<file path="config.mk">
export PLATFORM = sky130hd
export DESIGN_NAME = ppu_vram_port
export DESIGN_NICKNAME = d
export VERILOG_FILES = /design/src/rtl/ppu_pkg.sv /design/src/rtl/ppu_vram_port.sv
export SDC_FILE = /design/constraint.sdc
export NUM_CORES = 1
export LEC_CHECK = 0
export CAP_MARGIN = 20
export CORE_UTILIZATION = 54
export DETAILED_ROUTE_END_ITERATION = 8
export PLACE_DENSITY_LB_ADDON = 0.12
export SLEW_MARGIN = 20
export SYNTH_ARGS = -nofsm -noshare
export SYNTH_HDL_FRONTEND = slang
export SYNTH_SLANG_ARGS = --single-unit
</file>
<file path="constraint.sdc">
create_clock -name clk -period 3.8 [get_ports clk]
set_input_delay 0.76 -clock clk [delete_from_list [all_inputs] [get_ports clk]]
set_output_delay 0.76 -clock clk [all_outputs]
set_load 0.05 [all_outputs]
</file>
<file path="src/rtl/ppu_pkg.sv">
// Shared PPU definitions: register indices, palette page,
// port state encoding and the palette mirror helper.
package ppu_pkg;

  localparam logic [2:0] REG_STATUS = 3'd2;
  localparam logic [2:0] REG_ADDR   = 3'd6;
  localparam logic [2:0] REG_DATA   = 3'd7;

  localparam logic [5:0] PAL_PAGE = 6'h3F;

  typedef enum logic [1:0] {
    IDLE,
    FETCH,
    CAPTURE,
    WRITE
  } port_state_t;

  // 14/18/1C fold onto 04/08/0C; 10 is left for the
  // palette RAM, which aliases 00/10 on its own.
  function automatic logic [4:0] pal_mirror(
    input logic [4:0] idx
  );
    if (idx[4] && idx[1:0] == 2'b00 && idx[3:2] != 2'b00)
      pal_mirror = {1'b0, idx[3:0]};
    else
      pal_mirror = idx;
  endfunction

endpackage

</file>
<file path="src/rtl/ppu_vram_port.sv">
// CPU data port of the PPU: PPUADDR/PPUDATA/PPUSTATUS decode,
// v/t/w, read buffer, VRAM strobes and palette port mux.
module ppu_vram_port
  import ppu_pkg::*;
(
  input  logic        clk,
  input  logic        reset_n,
  input  logic        cpu_cs,
  input  logic        cpu_rw,
  input  logic [2:0]  cpu_reg,
  input  logic [7:0]  cpu_din,
  output logic [7:0]  cpu_dout,
  input  logic        vram_inc32,
  input  logic        render_active,
  input  logic [4:0]  render_pal_idx,
  output logic        busy,
  output logic [13:0] vram_addr,
  output logic [7:0]  vram_wdata,
  output logic        vram_we,
  output logic        vram_re,
  input  logic [7:0]  vram_rdata,
  output logic [4:0]  pal_addr,
  output logic [7:0]  pal_data_in,
  output logic        pal_we,
  input  logic [7:0]  pal_data_out
);

  port_state_t state, state_nx;

  logic [13:0] v, t, fetch_addr, v_inc;
  logic        w;
  logic [7:0]  rd_buf;
  logic [4:0]  pal_wr_addr;
  logic        in_pal, acc_data, wr_addr, rd_stat;

  assign in_pal   = v[13:8] == PAL_PAGE;
  assign acc_data = cpu_cs && cpu_reg == REG_DATA
                 && state == IDLE;
  assign wr_addr  = cpu_cs && cpu_reg == REG_ADDR && !cpu_rw;
  assign rd_stat  = cpu_cs && cpu_reg == REG_STATUS && cpu_rw;
  assign v_inc    = v + (vram_inc32 ? 14'd32 : 14'd1);

  always_ff @(posedge clk or negedge reset_n) begin
    if (!reset_n) state <= IDLE;
    else          state <= state_nx;
  end

  always_comb begin
    state_nx = state;
    unique case (state)
      IDLE: begin
        if (acc_data && cpu_rw)       state_nx = FETCH;
        else if (acc_data && !in_pal) state_nx = WRITE;
      end
      FETCH:   state_nx = CAPTURE;
      CAPTURE: state_nx = IDLE;
      WRITE:   state_nx = IDLE;
      default: state_nx = IDLE;
    endcase
  end

  always_comb begin
    busy      = state != IDLE;
    vram_re   = state == FETCH;
    vram_we   = state == WRITE;
    vram_addr = (state == IDLE) ? v : fetch_addr;
  end

  // A palette write lands one cycle late, after v has moved,
  // so the strobe cycle uses the address latched with it.
  always_comb begin
    if (render_active) pal_addr = render_pal_idx;
    else if (pal_we)   pal_addr = pal_wr_addr;
    else               pal_addr = pal_mirror(v[4:0]);
  end

  always_ff @(posedge clk or negedge reset_n) begin
    if (!reset_n) begin
      v           <= '0;
      t           <= '0;
      w           <= 1'b0;
      rd_buf      <= '0;
      cpu_dout    <= '0;
      vram_wdata  <= '0;
      fetch_addr  <= '0;
      pal_we      <= 1'b0;
      pal_data_in <= '0;
      pal_wr_addr <= '0;
    end else begin
      pal_we <= 1'b0;
      if (rd_stat) w <= 1'b0;
      if (wr_addr) begin
        if (!w) begin
          t[13:8] <= cpu_din[5:0];
          w       <= 1'b1;
        end else begin
          t[7:0] <= cpu_din;
          v      <= {t[13:8], cpu_din};
          w      <= 1'b0;
        end
      end
      if (acc_data) begin
        v <= v_inc;
        unique case (1'b1)
          cpu_rw && in_pal: begin
            cpu_dout   <= pal_data_out;
            fetch_addr <= v & 14'h2FFF;
          end
          cpu_rw && !in_pal: begin
            cpu_dout   <= rd_buf;
            fetch_addr <= v;
          end
          !cpu_rw && in_pal: begin
            pal_we      <= !render_active;
            pal_data_in <= cpu_din;
            pal_wr_addr <= pal_mirror(v[4:0]);
          end
          default: begin
            vram_wdata <= cpu_din;
            fetch_addr <= v;
          end
        endcase
      end
      if (state == CAPTURE) rd_buf <= vram_rdata;
    end
  end

endmodule

</file>
==> impl_results.md <==
* Max-cap check violation count at 0
* Setup violators final at 0
* Routed WL per cell at ~17 µm
* Setup Crit Path Kind: reg2out
* Outcome: completed
* Reg2reg setup slack at around 1100 ps
* Gr usage total at 0.247
* Detail Route Antenna Nets at 0
* PwrDens at approximately 640 nW/µm²
* # hold bufs at CTS at 0
* Post-Syn Area per Cell at roughly 12 µm²
* Drt drc at 0
* Area of the multi-input gates at 1620 µm²
* Final Cell Area at between 4000 and 5000 µm²
* Die ar. at 7010 µm²
* Sequential cell area at between 1500 and 2000 µm²
* VDD IR max at roughly 0.00065 V
* Post-CTS Resized at 0
* Crit. End Element: primary output
* P&R area growth vs syn at 29.0%
* Sequential element share of the synthesized area at 0.520
* Initial Util at 0.565
* Final Hold Fails at 0
* Crit start category: flip-flop
* Layout cells sized above 1 at 0.225
* Most common cell after layout, fill and taps aside: clkdlybuf4s50_1
* Area of the mapped netlist at between 3000 and 4000 µm²
* Slew Viols, Final at 0
* DRT iter0 DRCs at 175
* Gpl congestion at about 0.83
* Hold worst-path end: fetch_addr[13]
* CTS HTree Levels at 3
* Final min period at about 3300 ps
* Die width at between 80 and 90 µm
* Critical path arrival at about 2600 ps
* Core area at approximately 6400 µm²
* Clk_lat worst skew at 340 ps
* Static leakage at 0.00203 µW
* Flops & latches, synth at 75
* Most frequent cells in the layout: clkdlybuf4s50_1, dfrtp_1, mux2_2
* Relative slew slack at 0.369
* Pwr Total at 2960 µW
* Min-Delay Path Depth at 1
* I/O pin cnt at 85
* Post-CTS setup buffers at 0
* Post-Syn Nets at 345
* Async set-or-reset flop fraction in the synthesized netlist at 1.00
* Post-DP HPWL at approximately 5.3 mm
* WP data required at slightly above 3000 ps
* Vias per Instance at about 5.8
* Root Buffer: clkbuf_8
* Worst-path clk slew at approximately 70 ps
* FF-to-FF path depth at 5
* Fillers at 451
* DIE HEIGHT at roughly 84 µm
* Global route total overflow at 0
* Hold Path Class: reg2reg
* Main synth FF type: dfrtp_1
* Ant diodes at 0
* Fin Setup TNS at 0 ps
* Critical path fanouts, max at 17
* Post-synth EDFFs at 0
* PortBufs at between 80 and 90
* Antenna violations before repair at 0
* Least-Margin Pin Slew at 947 ps
* CTS tree: done
* R2r endpoint: pal_data_in[6]
* Row Count at 29
* Worst hold slack at 506 ps
* Drt pass-1 iters at 4
* CTS Sinks at 75
* Synthesized instance count at a little over 300
* RR Startpoint: state[1]
* DRT Wirelength at about 8 mm
* Fmax at 301 MHz
* Yosys warnings at 0
* DP Area at approximately 4500 µm²
* Clk buf depth at 2
* Vias in the first global route at around 2700
* Clk_skew at approximately 6.4 ps
* Final net count at between 400 and 500
* Largest net degree at the start of global routing at 76
* Crit share post-route at 0.875
* Worst min-delay path startpoint: fetch_addr[13]
* Vias post-DR at between 2000 and 3000
* Final Core Density at 0.728
* Netlist cell types at 43
* Cts bufs inserted at 9
* RSZ-0062 raised after global routing: no
* First-pass GRT wire length at 13.6 mm
## Yosys cell counts (2+ instances only)
cell,count,area (µm²)
inv_1,4,15.0
dfrtp_1,75,1880
nand4_1,2,12.5
or2_2,2,12.5
mux2i_1,6,60.1
o211ai_1,2,15.0
ha_1,3,37.5
a221o_1,2,20.0
o21ai_0,10,50.1
a211oi_1,5,37.5
a31o_2,2,17.5
a41oi_1,8,70.1
clkbuf_1,14,52.6
nor2b_1,3,18.8
buf_2,4,20.0
nand2_1,29,109
and3_1,2,12.5
nor2_1,13,48.8
buf_4,2,15.0
nor3_1,5,25.0
a311oi_1,6,52.6
and4_1,4,35.0
nand3_1,8,40.0
a22oi_1,2,15.0
mux2_4,9,135
a21oi_1,10,50.1
and2_1,6,37.5
mux2_2,51,574
## power breakdown
part           leakage (µW)  internal, µW  switching, µW  total, µW
logic              0.000990           489            699       1190
clock network     0.0000953           286            279        564
registers          0.000945          1020            192       1210
total               0.00203          1790           1170       2960
## how the worst max path moves through the flow
stage / to / from
5_1_grt: vram_addr[6] / state[1]
6_report: vram_addr[0] / state[1]
4_1_cts: vram_addr[0] / state[1]
2_1_floorplan: pal_addr[2] / pal_we
3_5_place_dp: pal_addr[2] / render_active
3_3_place_gp: pal_addr[3] / render_active
## per-stage QoR
step                      setup WS (ps)  cells
after floorplan                     917    304
after global placement              659    448
after detailed placement            642    448
after CTS                           448    463
after global routing                336    463
final                               476    463
## worst max-delay path: stages (launching register included)
cell and delay, ps:
dfrtp_1 420, nor2_2 680, mux2_2 420, clkdlybuf4s50_1 700
## cell families (layout without fill, tap and decap cells)
| kind of cell | count (synthesis) | count (layout) | synth area share |
|---|---|---|---|
| AND/OR/NAND/NOR | 82 | 82 | 0.119 |
| flip-flops | 75 | 75 | 0.520 |
| multiplexers | 66 | 66 | 0.213 |
| AO/OA/AOI/OAI | 52 | 52 | 0.103 |
| buffers and inverters | 25 | 107 | 0.0316 |
| adder cells (fa/ha/maj) | 3 | 3 | 0.0104 |
| XOR/XNOR | 1 | 1 | 0.00243 |
## layer usage
metal	up-vias	part of all wire	GRT usage
met4	0	0.016	0.0986
met2	81	0.48	0.387
met3	10	0.043	0.0455
met1	1346	0.46	0.344
li1	1267	-	-
met5	-	0	0
## state kept, by name (all words and copies together), names as in the netlist
register and cells:
state 2, t 6, rd_buf 8, cpu_dout 8, v 14, vram_wdata 8, fetch_addr 14, pal_wr_addr 5
pal_data_in 8, pal_we 1, w 1
## area by class of cell
type                    instances  area share
multi-input cells             204       0.347
clock buffers                  13      0.0363
well taps                      77      0.0207
flip-flops and latches         75       0.403
clock inverters                 2     0.00215
inverters                       4     0.00323
repair buffers                 88       0.187
(Power assumes the default switching activity.)
